$ cat config.mk
export PLATFORM = sky130hd
export DESIGN_NAME = flux_rr_sched
export DESIGN_NICKNAME = d
export VERILOG_FILES = /design/src/rtl/flux_sched_pkg.sv /design/src/rtl/flux_rr_sched_pick.sv /design/src/rtl/flux_rr_sched.sv
export SDC_FILE = /design/constraint.sdc
export NUM_CORES = 1
export LEC_CHECK = 0
export CAP_MARGIN = 30
export CELL_PAD_IN_SITES_DETAIL_PLACEMENT = 1
export CELL_PAD_IN_SITES_GLOBAL_PLACEMENT = 1
export CORE_UTILIZATION = 37
export CTS_BUF_LIST = sky130_fd_sc_hd__clkbuf_2
export CTS_CLUSTER_SIZE = 30
export DETAILED_ROUTE_END_ITERATION = 8
export PLACE_DENSITY = 0.78
export SYNTH_ARGS = -nofsm -noshare
export SYNTH_HDL_FRONTEND = slang
export SYNTH_SLANG_ARGS = --single-unit
$ cat constraint.sdc
create_clock -name clk -period 2.9 [get_ports clk]
set_input_delay 0.87 -clock clk [delete_from_list [all_inputs] [get_ports clk]]
set_output_delay 0.87 -clock clk [all_outputs]
set_load 0.005 [all_outputs]
$ cat src/rtl/flux_sched_pkg.sv
// Shared types and the rotate-priority pick used by multi-flux actor schedulers.
package flux_sched_pkg;

  // Widest flux vector any scheduler built on this package may use.
  localparam int unsigned MAX_FLUX  = 16;
  localparam int unsigned MAX_TAG_W = 4;

  // Binary tag width for n fluxes; never narrower than one bit.
  function automatic int unsigned tag_w(input int unsigned n);
    return (n <= 2) ? 1 : $clog2(n);
  endfunction

  localparam int unsigned DEFAULT_FLUX = 2;
  localparam int unsigned TAG_W        = tag_w(DEFAULT_FLUX);

  typedef logic [MAX_FLUX-1:0] flux_vec_t;

  typedef struct packed {
    logic                 valid;
    logic [MAX_TAG_W-1:0] tag;
  } pick_t;

  // First set bit of elig scanning ptr, ptr+1, ..., n-1, 0, ..., ptr-1.
  // ptr must be below n; wrap is done by subtraction so n need not be a power of two.
  function automatic pick_t rr_pick(input flux_vec_t elig, input int unsigned ptr,
                                    input int unsigned n);
    pick_t       r;
    int unsigned idx;
    r = '0;
    for (int unsigned i = 0; i < MAX_FLUX; i++) begin
      idx = ptr + i;
      if (idx >= n) idx = idx - n;
      if ((i < n) && !r.valid && elig[idx[MAX_TAG_W-1:0]]) begin
        r.valid = 1'b1;
        r.tag   = idx[MAX_TAG_W-1:0];
      end
    end
    return r;
  endfunction

endpackage

$ cat src/rtl/flux_rr_sched_pick.sv
// Pure combinational rotate-priority encoder, reusable by any multi-flux actor.
module rr_pick_comb
  import flux_sched_pkg::*;
#(
  parameter int unsigned FLUX      = 2,
  parameter int unsigned TAG_WIDTH = tag_w(FLUX)
) (
  input  logic [FLUX-1:0]      elig,
  input  logic [TAG_WIDTH-1:0] ptr,
  output logic                 valid,
  output logic [TAG_WIDTH-1:0] tag
);

  flux_vec_t elig_ext;
  pick_t     pick;
  logic      unused_tag_hi;

  // Widen to the package vector, pick, then narrow the tag back to TAG_WIDTH.
  always_comb begin
    elig_ext                = '0;
    elig_ext[FLUX-1:0]      = elig;
    pick                    = rr_pick(elig_ext, 32'(ptr), FLUX);
    valid                   = pick.valid;
    tag                     = pick.tag[TAG_WIDTH-1:0];
    unused_tag_hi           = ^pick.tag;
  end

endmodule

$ cat src/rtl/flux_rr_sched.sv
// Masked round-robin flux scheduler with burst quota and no-preemption lock.
module flux_rr_sched
  import flux_sched_pkg::*;
#(
  parameter int unsigned FLUX      = 2,
  parameter int unsigned BURST     = 4,
  parameter int unsigned TAG_WIDTH = tag_w(FLUX)
) (
  input  logic                 clk,
  input  logic                 rst,
  input  logic [FLUX-1:0]      req,
  input  logic                 fire,
  input  logic                 cfg_mask_we,
  input  logic [FLUX-1:0]      cfg_mask,
  output logic                 gnt_valid,
  output logic [TAG_WIDTH-1:0] gnt_tag,
  output logic [FLUX-1:0]      gnt_onehot,
  output logic [FLUX-1:0]      mask_q,
  output logic [15:0]          fire_cnt
);

  localparam logic [0:0]           FREE     = 1'b0;
  localparam logic [0:0]           HELD     = 1'b1;
  localparam logic [3:0]           BURST_N  = 4'(BURST);
  localparam logic [TAG_WIDTH-1:0] TAG_LAST = TAG_WIDTH'(FLUX - 1);

  logic [0:0]           lock_state;
  logic [TAG_WIDTH-1:0] lock_tag;
  logic [TAG_WIDTH-1:0] ptr;
  logic [TAG_WIDTH-1:0] last_tag;
  logic [3:0]           burst_cnt;
  logic [3:0]           run_len;
  logic [FLUX-1:0]      elig;
  logic                 lock_hit;
  logic                 fired;
  logic                 pick_valid;
  logic [TAG_WIDTH-1:0] pick_tag;

  rr_pick_comb #(
    .FLUX      (FLUX),
    .TAG_WIDTH (TAG_WIDTH)
  ) u_pick (
    .elig  (elig),
    .ptr   (ptr),
    .valid (pick_valid),
    .tag   (pick_tag)
  );

  // Grant: held flux first, else rotate scan from ptr; silent during reset.
  always_comb begin
    elig       = req & mask_q;
    lock_hit   = (lock_state == HELD) && elig[lock_tag];
    gnt_valid  = 1'b0;
    gnt_tag    = '0;
    gnt_onehot = '0;
    if (!rst) begin
      if (lock_hit) begin
        gnt_valid = 1'b1;
        gnt_tag   = lock_tag;
      end else if (pick_valid) begin
        gnt_valid = 1'b1;
        gnt_tag   = pick_tag;
      end
    end
    if (gnt_valid) gnt_onehot[gnt_tag] = 1'b1;
    fired   = gnt_valid & fire;
    // burst_cnt counts fires already in the current run, so the run closes after
    // exactly BURST consecutive fires, the first fire on a new tag included.
    run_len = (gnt_tag == last_tag) ? (burst_cnt + 4'd1) : 4'd1;
  end

  // Lock FSM, burst/rotation pointer, mask register and fire counter.
  always_ff @(posedge clk) begin
    if (rst) begin
      lock_state <= FREE;
      lock_tag   <= '0;
      ptr        <= '0;
      last_tag   <= '0;
      burst_cnt  <= '0;
      mask_q     <= '1;
      fire_cnt   <= '0;
    end else begin
      if (cfg_mask_we) mask_q <= cfg_mask;

      if (fired) begin
        fire_cnt <= fire_cnt + 16'd1;
        last_tag <= gnt_tag;
        if (run_len >= BURST_N) begin
          burst_cnt <= '0;
          ptr       <= (gnt_tag == TAG_LAST) ? '0 : gnt_tag + TAG_WIDTH'(1);
        end else begin
          burst_cnt <= run_len;
          ptr       <= gnt_tag;
        end
      end else if (!elig[ptr]) begin
        burst_cnt <= '0;
      end

      case (lock_state)
        FREE: begin
          if (gnt_valid && !fire) begin
            lock_state <= HELD;
            lock_tag   <= gnt_tag;
          end
        end
        HELD: begin
          if (fired || !elig[lock_tag]) lock_state <= FREE;
        end
        default: lock_state <= FREE;
      endcase
    end
  end

endmodule

==> metrics.txt <==
#FFs+latches synth 26; Min-Delay Path Class reg2reg; fin crit share about nine tenths; Switching Fraction approximately a quarter; Netlist cell types 41; multi-input logic area 721 um2; GPL Wtd Cong 0.786; Clock transition at path regs 250 ps; Initial Utilization 39.9%; cts hold-fix bufs 0; worst path required time 2030 ps; Final min period about 2700 ps; H-tree Lvls 1; Die W 59.9 um; WL met1 1520 um; wire per inst approximately 16 um; Seq pwr share a little over half; initial DRC count 46; DRC viols 0; Antenna Violating Nets Remaining 0; uppermost layer routed met4; ys async rst share 0%; WS Path Type in2out; xor/xnor cell area share of the yosys netlist roughly 5.7%; cell family with most CP delay buffers and inverters; Worst-Margin Slew 505 ps; Port Buf Inserts 29; Setup-failing EPs final 0; post-synthesis sequential area ratio 42.0%; Core ar. 0.00310 mm2; yosys warns 0; Peak VDD IR 0.000244 V; number of synthesized flops with an enable pin 0; RSZ-0062 raised after global routing no; clk_lat worst skew between 300 and 400 ps; Tot GR Track Use 22.6%; Rows 20; Die ar. 0.00358 mm2; clk sinks 26; startpoint types input port; Mapped Cells about 140; met2 WL 1970 um; drt first pass iters 4; Synth Area in Compound Gates 17.3%; Vias 1248; Seq. cell area 520 um2; Top cell by count, worst path dlygate4sd2_1; Cell Int Power ~530 uW; GR Overflow Total 0; outcome finished, final reports clean; WP data arrival 1790 ps; Post-Syn Nets 153; first-pass GRT wire length 5970 um; f_max 0.375 GHz; R2R setup slack 800 ps; Num CTS Buffers 3; sw power 171 uW; Place WS -399 ps; Synth Area in Simple Gates 29.0%; Hold Vio Cnt, Final 0; CTS root buf clkbuf_2; Detailed Place HPWL 2630 um; final clock skew approximately 11 ps; slowest stage cell, crit path dlygate4sd2_1; Adder-Cell Fraction of Synth Area 2.02%; maxcap violations 0; metal3 WL 76 um; Pwr per Cell Area 403 mW/mm2; nature of the critical path endpoint primary output; vias per cell roughly 5.4; Fillers 393; Clock power frac 33.1%; crit path cell chain dlygate4sd2_1, nand2_2, a311oi_2, dlygate4sd2_1; main combinational cell family by area after synthesis simple AND/OR/NAND/NOR gates; layout cell share with drive strength beyond 1 16.2%; multiplexer share of the synthesized area 0.808%; # IOs 30; CP Max Fanout 4; Nets 196; Avg Synthesized Cell Area roughly 8.7 um2; vias in the first global route 1293; largest net degree at the start of global routing 20; Post-Syn Area 0.00124 mm2; Final Max Slew Viols 0; WP buf/inv 2; area delta synth->final 41.2%; Lkg Pwr approximately 0.00061 uW; Main synth FF type dfxtp_1; slack of the critical path roughly 240 ps; initial antenna violation count 1; Max clock buf depth 2; Rel. slew slack 66.1%; setup tns final 0 ps; Comb power frac between 10% and 20%; Critical Path Max Stage Delay 280 ps; Die Y about 60 um; CTS tree built; WL final 3650 um
[metal layers]
metal  GRT usage (%)  vias to the layer above
met5               0                        -
met4            12.6                        0
met3            3.46                       10
met2            41.9                       21
met1            24.1                      606
li1                -                      611
[cells in the mapped netlist (2+ instances only)]
master | instances | share of area [%]
a211o_1 | 2 | 1.4
a21oi_1 | 9 | 3.6
a311oi_1 | 2 | 1.4
and2_1 | 3 | 1.5
and3_1 | 2 | 1.0
clkbuf_1 | 4 | 1.2
dfxtp_1 | 26 | 42
ha_1 | 2 | 2.0
nand2_1 | 11 | 3.3
nand2b_1 | 4 | 2.0
nand3_1 | 8 | 3.2
nand3b_1 | 2 | 1.2
nand4_1 | 2 | 1.0
nor2_1 | 10 | 3.0
nor2b_1 | 2 | 1.0
nor3_1 | 2 | 0.81
nor4_1 | 2 | 1.0
nor4b_1 | 2 | 1.4
o21ai_0 | 8 | 3.2
o31ai_1 | 4 | 2.4
or3_1 | 8 | 4.0
or4_1 | 3 | 1.8
xnor2_1 | 7 | 4.9
[tightest hold or removal path, stage by stage (launching register included)]
cell     delay, ps
dfxtp_1        380
o31ai_1         60
a21oi_1         60
[cells in the final DEF (no fill, tap or decap), types with 2 or more instances in the layout]
cell	Yosys	layout
a211o_1	2	2
a21oi_1	9	9
a311oi_2	0	2
and2_1	3	2
and3_1	2	2
buf_4	0	15
clkbuf_2	1	4
clkdlybuf4s50_1	0	22
dfxtp_1	26	26
dlygate4sd2_1	0	4
ha_1	2	2
nand2_1	11	10
nand2b_1	4	4
nand3_1	8	8
nand3b_1	2	2
nand4_1	2	2
nor2_1	10	10
nor2b_1	2	2
nor4_1	2	2
nor4b_1	2	2
o21ai_0	8	8
o31ai_1	4	4
or3_1	8	8
or4_1	3	3
xnor2_1	7	7
[stage by stage]
stage	utilization (%)	cell area, um2	hold WS (ps)	power (uW)	instances
2_1_floorplan	-	1240	446	419	143
3_3_place_gp	53.5	1660	461	464	224
3_5_place_dp	53.5	1660	469	469	224
4_1_cts	56.2	1740	512	708	229
5_1_grt	56.4	1750	534	736	230
6_report	56.4	1750	503	705	230
[sequential cells by signal (all words and copies together) (netlist names)]
name	count
mask_q	2
fire_cnt	16
last_tag	1
burst_cnt	4
lock_tag	1
lock_state	1
ptr	1
[layout make-up]
| type | count | share of cell area, % |
|---|---|---|
| timing repair buffer | 45 | 23.0 |
| clock inverter | 1 | 1.72 |
| multi-input combinational | 109 | 41.2 |
| clock buffer | 3 | 0.858 |
| inverter | 1 | 0.215 |
| antenna | 1 | 0.143 |
| tap | 44 | 3.15 |
| sequential | 26 | 29.8 |
[worst paths after layout]
| kind | from | to | depth (start not counted) |
|---|---|---|---|
| hold / removal | fire_cnt[15] | fire_cnt[15] | 2 |
| hold reg to reg | fire_cnt[15] | fire_cnt[15] | 2 |
| setup reg to reg | mask_q[0] | fire_cnt[11] | 7 |
| setup / recovery | req[1] | gnt_onehot[1] | 4 |
[power groups by stage]
stage / clock network (uW) / registers, uW / logic [uW]
after detailed placement: 0 / 383 / 85.3
after CTS: 239 / 378 / 91.3
after global routing: 254 / 380 / 101
after global placement: 0 / 382 / 82.1
after floorplan: 0 / 381 / 38.0
final: 233 / 378 / 93.8
[kinds of logic (layout without fill, tap and decap cells)]
family                     count (synthesis)  after routing
muxes                                      1              1
other                                      0              1
xor gates and xnor gates                   8              8
adders and majority gates                  2              2
and+or+nand+nor                           65             65
AOI/OAI and AO/OA                         33             33
DFF                                       26             26
buffers and inverters                      8             50
[repair_timing]
| action | 4_1_cts | 5_1_grt |
|---|---|---|
| gates resized for setup | 17 | 4 |
| setup buffers | 1 | 0 |
| pin swaps | 3 | 2 |
| setup endpoints to repair | 4 | 3 |
(Power assumes the default switching activity.)
